### config.mk
export PLATFORM = sky130hd
export DESIGN_NAME = mem_arbiter
export DESIGN_NICKNAME = d
export VERILOG_FILES = /design/src/rtl/mem_arbiter.sv
export SDC_FILE = /design/constraint.sdc
export NUM_CORES = 1
export LEC_CHECK = 0
export ABC_AREA = 1
export BUFFER_PORTS_ARGS = -buffer_cell sky130_fd_sc_hd__clkbuf_2
export CAP_MARGIN = 20
export CORE_UTILIZATION = 29
export CTS_BUF_LIST = sky130_fd_sc_hd__clkbuf_4 sky130_fd_sc_hd__clkbuf_8
export DETAILED_ROUTE_END_ITERATION = 6
export PLACE_DENSITY = 0.62
export SKIP_CTS_REPAIR_TIMING = 1
export SLEW_MARGIN = 25
export SYNTH_ARGS = -nofsm -noshare
export SYNTH_HDL_FRONTEND = slang
export SYNTH_SLANG_ARGS = --single-unit
### constraint.sdc
create_clock -name clk -period 3.9 [get_ports clk]
set_clock_uncertainty 0.1 [all_clocks]
set_input_delay 0.195 -clock clk [delete_from_list [all_inputs] [get_ports clk]]
set_output_delay 0.195 -clock clk [all_outputs]
set_load 0.02 [all_outputs]
### src/rtl/mem_arbiter.sv
// Round-robin arbiter sharing one memory port between instruction fetch and load/store.
// One outstanding transaction; optional response timeout reports a hung memory as an error.
//
// state | meaning
// IDLE  | waiting for a request; combinational grant to one master
// REQ   | latched request presented on the memory port until accepted
// WAIT  | waiting for the memory response (timeout counter runs here)
// RSP   | response held for the owning master until it accepts
module mem_arbiter #(
   parameter int ADDR_W  = 32,
   parameter int DATA_W  = 32,
   parameter int TIMEOUT = 0
) (
   input  logic                clk,
   input  logic                rst,
   input  logic                ifu_req_valid,
   output logic                ifu_req_ready,
   input  logic [ADDR_W-1:0]   ifu_req_addr,
   output logic                ifu_rsp_valid,
   input  logic                ifu_rsp_ready,
   output logic [DATA_W-1:0]   ifu_rsp_data,
   output logic                ifu_rsp_err,
   input  logic                lsu_req_valid,
   output logic                lsu_req_ready,
   input  logic [ADDR_W-1:0]   lsu_req_addr,
   input  logic                lsu_req_wen,
   input  logic [DATA_W-1:0]   lsu_req_wdata,
   input  logic [DATA_W/8-1:0] lsu_req_wmask,
   output logic                lsu_rsp_valid,
   input  logic                lsu_rsp_ready,
   output logic [DATA_W-1:0]   lsu_rsp_data,
   output logic                lsu_rsp_err,
   output logic                mem_req_valid,
   input  logic                mem_req_ready,
   output logic [ADDR_W-1:0]   mem_req_addr,
   output logic                mem_req_wen,
   output logic [DATA_W-1:0]   mem_req_wdata,
   output logic [DATA_W/8-1:0] mem_req_wmask,
   input  logic                mem_rsp_valid,
   output logic                mem_rsp_ready,
   input  logic [DATA_W-1:0]   mem_rsp_data
);
   localparam int MASK_W = DATA_W / 8;
   localparam int CNT_W  = (TIMEOUT > 1) ? $clog2(TIMEOUT) : 1;
   localparam logic [CNT_W-1:0] CNT_LAST = CNT_W'((TIMEOUT > 0) ? TIMEOUT - 1 : 0);

   typedef enum logic [1:0] {IDLE, REQ, WAIT, RSP} state_t;

   state_t              state, state_nxt;
   logic                last_lsu, owner_lsu;
   logic                grant_ifu, grant_lsu, timeout_hit;
   logic [ADDR_W-1:0]   addr_q;
   logic                wen_q;
   logic [DATA_W-1:0]   wdata_q;
   logic [MASK_W-1:0]   wmask_q;
   logic [DATA_W-1:0]   rsp_data_q;
   logic                rsp_err_q;
   logic [CNT_W-1:0]    cnt;

   // On a tie the master that was not served last wins; last_lsu resets high so IFU wins first
   assign grant_ifu   = (state == IDLE) && ifu_req_valid && (!lsu_req_valid || last_lsu);
   assign grant_lsu   = (state == IDLE) && lsu_req_valid && !grant_ifu;
   assign timeout_hit = (TIMEOUT > 0) && (cnt == CNT_LAST);

   always_ff @(posedge clk or negedge rst) begin
      if (!rst) state <= IDLE;
      else      state <= state_nxt;
   end

   always_comb begin
      state_nxt = state;
      case (state)
         IDLE: if (grant_ifu || grant_lsu) state_nxt = REQ;
         REQ:  if (mem_req_ready) state_nxt = WAIT;
         WAIT: if (mem_rsp_valid || timeout_hit) state_nxt = RSP;
         RSP:  if (owner_lsu ? lsu_rsp_ready : ifu_rsp_ready) state_nxt = IDLE;
         default: state_nxt = IDLE;
      endcase
   end

   // Grants are masked by reset so every output is low while reset is held
   always_comb begin
      ifu_req_ready = 1'b0;
      lsu_req_ready = 1'b0;
      mem_req_valid = 1'b0;
      mem_rsp_ready = 1'b0;
      ifu_rsp_valid = 1'b0;
      lsu_rsp_valid = 1'b0;
      case (state)
         IDLE: begin
            ifu_req_ready = grant_ifu && rst;
            lsu_req_ready = grant_lsu && rst;
         end
         REQ:  mem_req_valid = 1'b1;
         WAIT: mem_rsp_ready = 1'b1;
         RSP: begin
            ifu_rsp_valid = !owner_lsu;
            lsu_rsp_valid = owner_lsu;
         end
         default: ;
      endcase
   end

   assign mem_req_addr  = addr_q;
   assign mem_req_wen   = wen_q;
   assign mem_req_wdata = wdata_q;
   assign mem_req_wmask = wmask_q;
   assign ifu_rsp_data  = ifu_rsp_valid ? rsp_data_q : '0;
   assign ifu_rsp_err   = ifu_rsp_valid && rsp_err_q;
   assign lsu_rsp_data  = lsu_rsp_valid ? rsp_data_q : '0;
   assign lsu_rsp_err   = lsu_rsp_valid && rsp_err_q;

   always_ff @(posedge clk or negedge rst) begin
      if (!rst) begin
         last_lsu   <= 1'b1;
         owner_lsu  <= 1'b0;
         addr_q     <= '0;
         wen_q      <= 1'b0;
         wdata_q    <= '0;
         wmask_q    <= '0;
         rsp_data_q <= '0;
         rsp_err_q  <= 1'b0;
         cnt        <= '0;
      end else begin
         case (state)
            IDLE: begin
               if (grant_ifu) begin
                  owner_lsu <= 1'b0;
                  last_lsu  <= 1'b0;
                  addr_q    <= ifu_req_addr;
                  wen_q     <= 1'b0;
                  wdata_q   <= '0;
                  wmask_q   <= '0;
               end else if (grant_lsu) begin
                  owner_lsu <= 1'b1;
                  last_lsu  <= 1'b1;
                  addr_q    <= lsu_req_addr;
                  wen_q     <= lsu_req_wen;
                  wdata_q   <= lsu_req_wdata;
                  wmask_q   <= lsu_req_wmask;
               end
            end
            REQ: if (mem_req_ready) cnt <= '0;
            WAIT: begin
               if (TIMEOUT > 0) cnt <= cnt + CNT_W'(1);
               // A real response in the timeout cycle takes priority over the error
               if (mem_rsp_valid) begin
                  rsp_data_q <= wen_q ? '0 : mem_rsp_data;
                  rsp_err_q  <= 1'b0;
               end else if (timeout_hit) begin
                  rsp_data_q <= '0;
                  rsp_err_q  <= 1'b1;
               end
            end
            default: ;
         endcase
      end
   end
endmodule
# == After elaboration in Yosys (flattened, before gate mapping) ==
# Cells that the tools add are included.
# word_totals
ff_bits,105
inputBits,141
out_inout_bits,141
word_cells,56
# op_classes
n_eq_ne,7
n_mux,25
n_reduce_logical,16
# ops
op,n
32-bit two-way mux,7
1-bit two-way mux,11
2-bit two-way mux,4
4-bit two-way mux,2
2-bit case mux with 4 select lines,1
1-bit logical AND,6
2-bit != test (second input constant),3
2-bit == test (second input constant),2
2-bit AND reduction,2
4-bit AND reduction,1
1-bit zero test,3
2-bit by 1-bit == test with 1-bit output (second input constant),1
2-bit zero test,1
1-bit logical OR,2
2-bit by 1-bit != test with 1-bit output (second input constant),1
2-bit nonzero test,1

# == Longest topological paths before layout ==
# depth
ltp_word,8
ltp_mapped,9
mapped_depth_nobuf,8

# == Worst setup path before layout ==
# OpenSTA, ideal clock, no wires.
# synth_path
path_type,register to output
startpoint,register state[0]
endpoint,output port lsu_req_ready
arrival_ns,1.481
required_time_ns,3.605
setup_slack_ns,2.124
path_stages_with_launch,7
path_buffers,1
cell_sequence,dfrtp_1 > inv_1 > ha_1 > nand2_1 > a21oi_2 > buf_4 > nor3_1
# synth_between
elab_chain_cells,7
elab_cells_between_ends,8
classes_between,mux (1); reduce/logical (7)
# synth_rtl
item,line,rtl
start: declaration,49,"state_t state, state_nxt;"
start signal: assignment,67,else state <= state_nxt;
2-bit zero test *,"61, 62, 89",
1-bit logical AND (2 in series),61,assign grant_ifu = (state == IDLE) && ifu_req_valid && (!lsu_req_valid || last_lsu);
1-bit zero test,62,assign grant_lsu = (state == IDLE) && lsu_req_valid && !grant_ifu;
1-bit logical AND,62,
1-bit logical AND,92,lsu_req_ready = grant_lsu && rst;
1-bit two-way mux *,89,case (state)
end: declaration,24,"output logic lsu_req_ready,"
# Mark *: on every way between the ends. The rest lies on a longest branch, timed or not.

# == Final worst setup path ==
# layout_path
startpoint,register state[1]
endpoint,output port lsu_req_ready
# The elaborated chain is that of the path after synthesis.

==> metrics.cfg <==
[run_status]
status=finished with violations
violations=hold timing

[global_route]
antenna_found_initial=0
grt.total_usage_pct=16.3
grt_pass1_wl_um=23100
grt_max_degree=71
grt.overflow.total=0
grt_pass1_vias=4639

[timing]
tightest_slew_ns=0.920
slew_headroom_pct=38.5
timing.final.ws_setup_ns=1.27
rsz0062_at_grt=no
drv_slew=0
finalCriticalPeriod_ns=2.63
hold_ws_ns=-0.0358
setup_viol=0
hold_viol_final=5
finalSetupTns_ns=0
finalCritPeriodShare_pct=67.4
fmax_mhz=380

[routing]
vias=5282
drtPass1Iterations=4
via_per_inst=4.28
routed_wirelength_um=15400
drc=0
wire_per_inst_um=12.5
ant_nets=0
first_iter_violations=203

[min_path]
hold_start=mem_rsp_data[1]
worstHoldEndpoint=rsp_data_q[1]
min_path_cells=3
min_path_type=input pin to flop

[die]
io_pins=282
start_util_pct=29.5
die-height_um=134
die_w_um=134
rows=48
die_area_mm2=0.0181
core_area_mm2=0.0172

[place]
port_buffers=279
gp_congestion=0.761
placed_area_mm2=0.00662
hpwl_um=10300
dp_slack_ns=1.58

[setup_path]
regToRegStartpoint=state[1]
cpMaxStageDelayCell=a21oi_4
worstPathMaxFanout=35
reg2reg_depth=7
worstSetupPathType=flop to output pin
cp.arrival_ns=2.33
cp-end-kind=output pin
crit_path_start_kind=flop
rrSetupSlack_ns=1.73
r2r-end=mem_req_addr[4]
critPathMaxStageDelay_ns=0.73
crit_required_ns=3.61
cp_cell_sequence=inv_1 > ha_1 > nand2_1 > a21oi_4 > nor3_1 > clkbuf_2

[synthesis]
synth_commonest_cells=nand2_1 (216), inv_1 (107), nand3_1 (105)
synth-seq-cells=105
yosys_most_used_dff=dfrtp_1
yosysTopAreaCell=dfrtp_1
synth_area_mm2=0.00508
synth.top_cell.area_share_pct=51.2
synth_top_cells_by_area=dfrtp_1 (51%), nand2_1 (16%), nand3_1 (10%), inv_1 (7.9%), nor2_1 (4.8%)
synth_most_common_cell=nand2_1
syn_avg_cell_area_um2=7.41
ys_warn_count=0
async_flop_share_pct=100
synth_edf_count=0
ys_types=20
syn_inst=686
yosysSeqAreaShare_pct=51.7

[layout]
fillers=1742
postLayoutCoreUtil_pct=43.5
insertedDiodeCount=0
area_growth_syn_to_layout_pct=47.4
final_nets=1149
drive_gt1_share_pct=30.5
fin_area_mm2=0.00750

[power]
p_int_w=0.00283
leakage_nw=4.41
p_sw_share_pct=46.7
switchingPower_w=0.00248
share_comb_of_total_power_pct=50.1
p_clk_share_pct=14.5
power.density_mw_per_mm2=708
ir_drop_uv=355
power_w=0.00530
seqPwrFrac_pct=35.4

[clock_network]
cts_buffers=9
clk_pin_slew_ns=0.09
clock-sinks=105
tritoncts=built
cts_root_buf=clkbuf_8
clk-insertion-delay-late_ns=0.37
cts_htree_levels=3
cts_max_path_buffers=2

[flow_run]
max_cap_viol_count=0

[placed cells by master, fill, tap and decap left out, types with 2 or more instances in the layout]
cell type and instances:
a21oi_1 2, buf_4 3, bufinv_16 2, clkbuf_2 278, clkbuf_8 10, clkinv_2 2
conb_1 2, dfrtp_1 104, dlygate4sd3_1 65, ha_1 4, inv_1 106, inv_2 2
nand2_1 213, nand2_2 3, nand3_1 104, nand4_1 2, nor2_1 65, o21ai_0 33
[final cells by class]
type | count | area (um2) | share of cell area, %
repair buffers | 347 | 2080 | 27.8
inverters | 109 | 412 | 5.49
flip-flops and latches | 105 | 2630 | 35.1
well taps | 225 | 282 | 3.76
multi-input cells | 432 | 1870 | 24.9
clock buffers | 11 | 145 | 1.94
clock inverters | 5 | 78.8 | 1.05
[critical path: cells and delay by family, from the launching register on]
family,cells,cell delay [ns]
compound gates,1,0.73
fa+ha+maj,1,0.24
buf+inv,2,0.30
flops,1,0.42
simple gates,2,0.27
[metrics by stage]
stage | hold slack [ns] | std cells
global placement | 0.142 | 1153
global route | 0.000897 | 1234
CTS | -0.288 | 1169
finish | -0.0358 | 1234
detailed placement | 0.146 | 1153
floorplan | -0.201 | 687
[how the worst max path moves through the flow]
stage / startpoint / end / slack [ns] / depth (start not counted)
after global routing: state[0] / lsu_req_ready / 1.01 / 6
after global placement: state[0] / lsu_req_ready / 1.62 / 6
final: state[1] / lsu_req_ready / 1.27 / 6
after CTS: state[0] / lsu_req_ready / 1.14 / 6
after floorplan: state[0] / lsu_req_ready / 2.12 / 6
after detailed placement: state[0] / lsu_req_ready / 1.58 / 6
[sequential cells by signal (all words and copies together), names as in the netlist]
| name | count |
|---|---|
| mem_req_addr | 32 |
| state | 2 |
| rsp_data_q | 32 |
| mem_req_wdata | 32 |
| mem_req_wmask | 4 |
| last_lsu | 1 |
| mem_req_wen | 1 |
| owner_lsu | 1 |
[power groups by stage]
stage                     clock network [W]  registers, W  logic (W)
after floorplan                           0       0.00228    0.00138
after global placement                    0       0.00189    0.00260
after detailed placement                  0       0.00189    0.00265
after CTS                          0.000804       0.00188    0.00265
after global routing               0.000840       0.00194    0.00296
final                              0.000768       0.00188    0.00266
[per-layer routing]
layer | global-route usage, % | part of all wire (%)
met1 | 20.4 | 44
met2 | 27.3 | 48
met3 | 3.67 | 6.5
met4 | 6.49 | 1.8
met5 | 0 | 0
[cell families (layout without fill, tap and decap cells)]
group / after synthesis / after routing / share of synthesized area (%)
AO/OA/AOI/OAI: 36 / 36 / 3.62
adder cells (fa/ha/maj): 4 / 4 / 0.984
buffers and inverters: 150 / 472 / 12.1
flip-flops: 105 / 105 / 51.7
other: 1 / 2 / 0.0737
AND/OR/NAND/NOR: 390 / 390 / 31.5
Power figures use the tool's default switching activity.
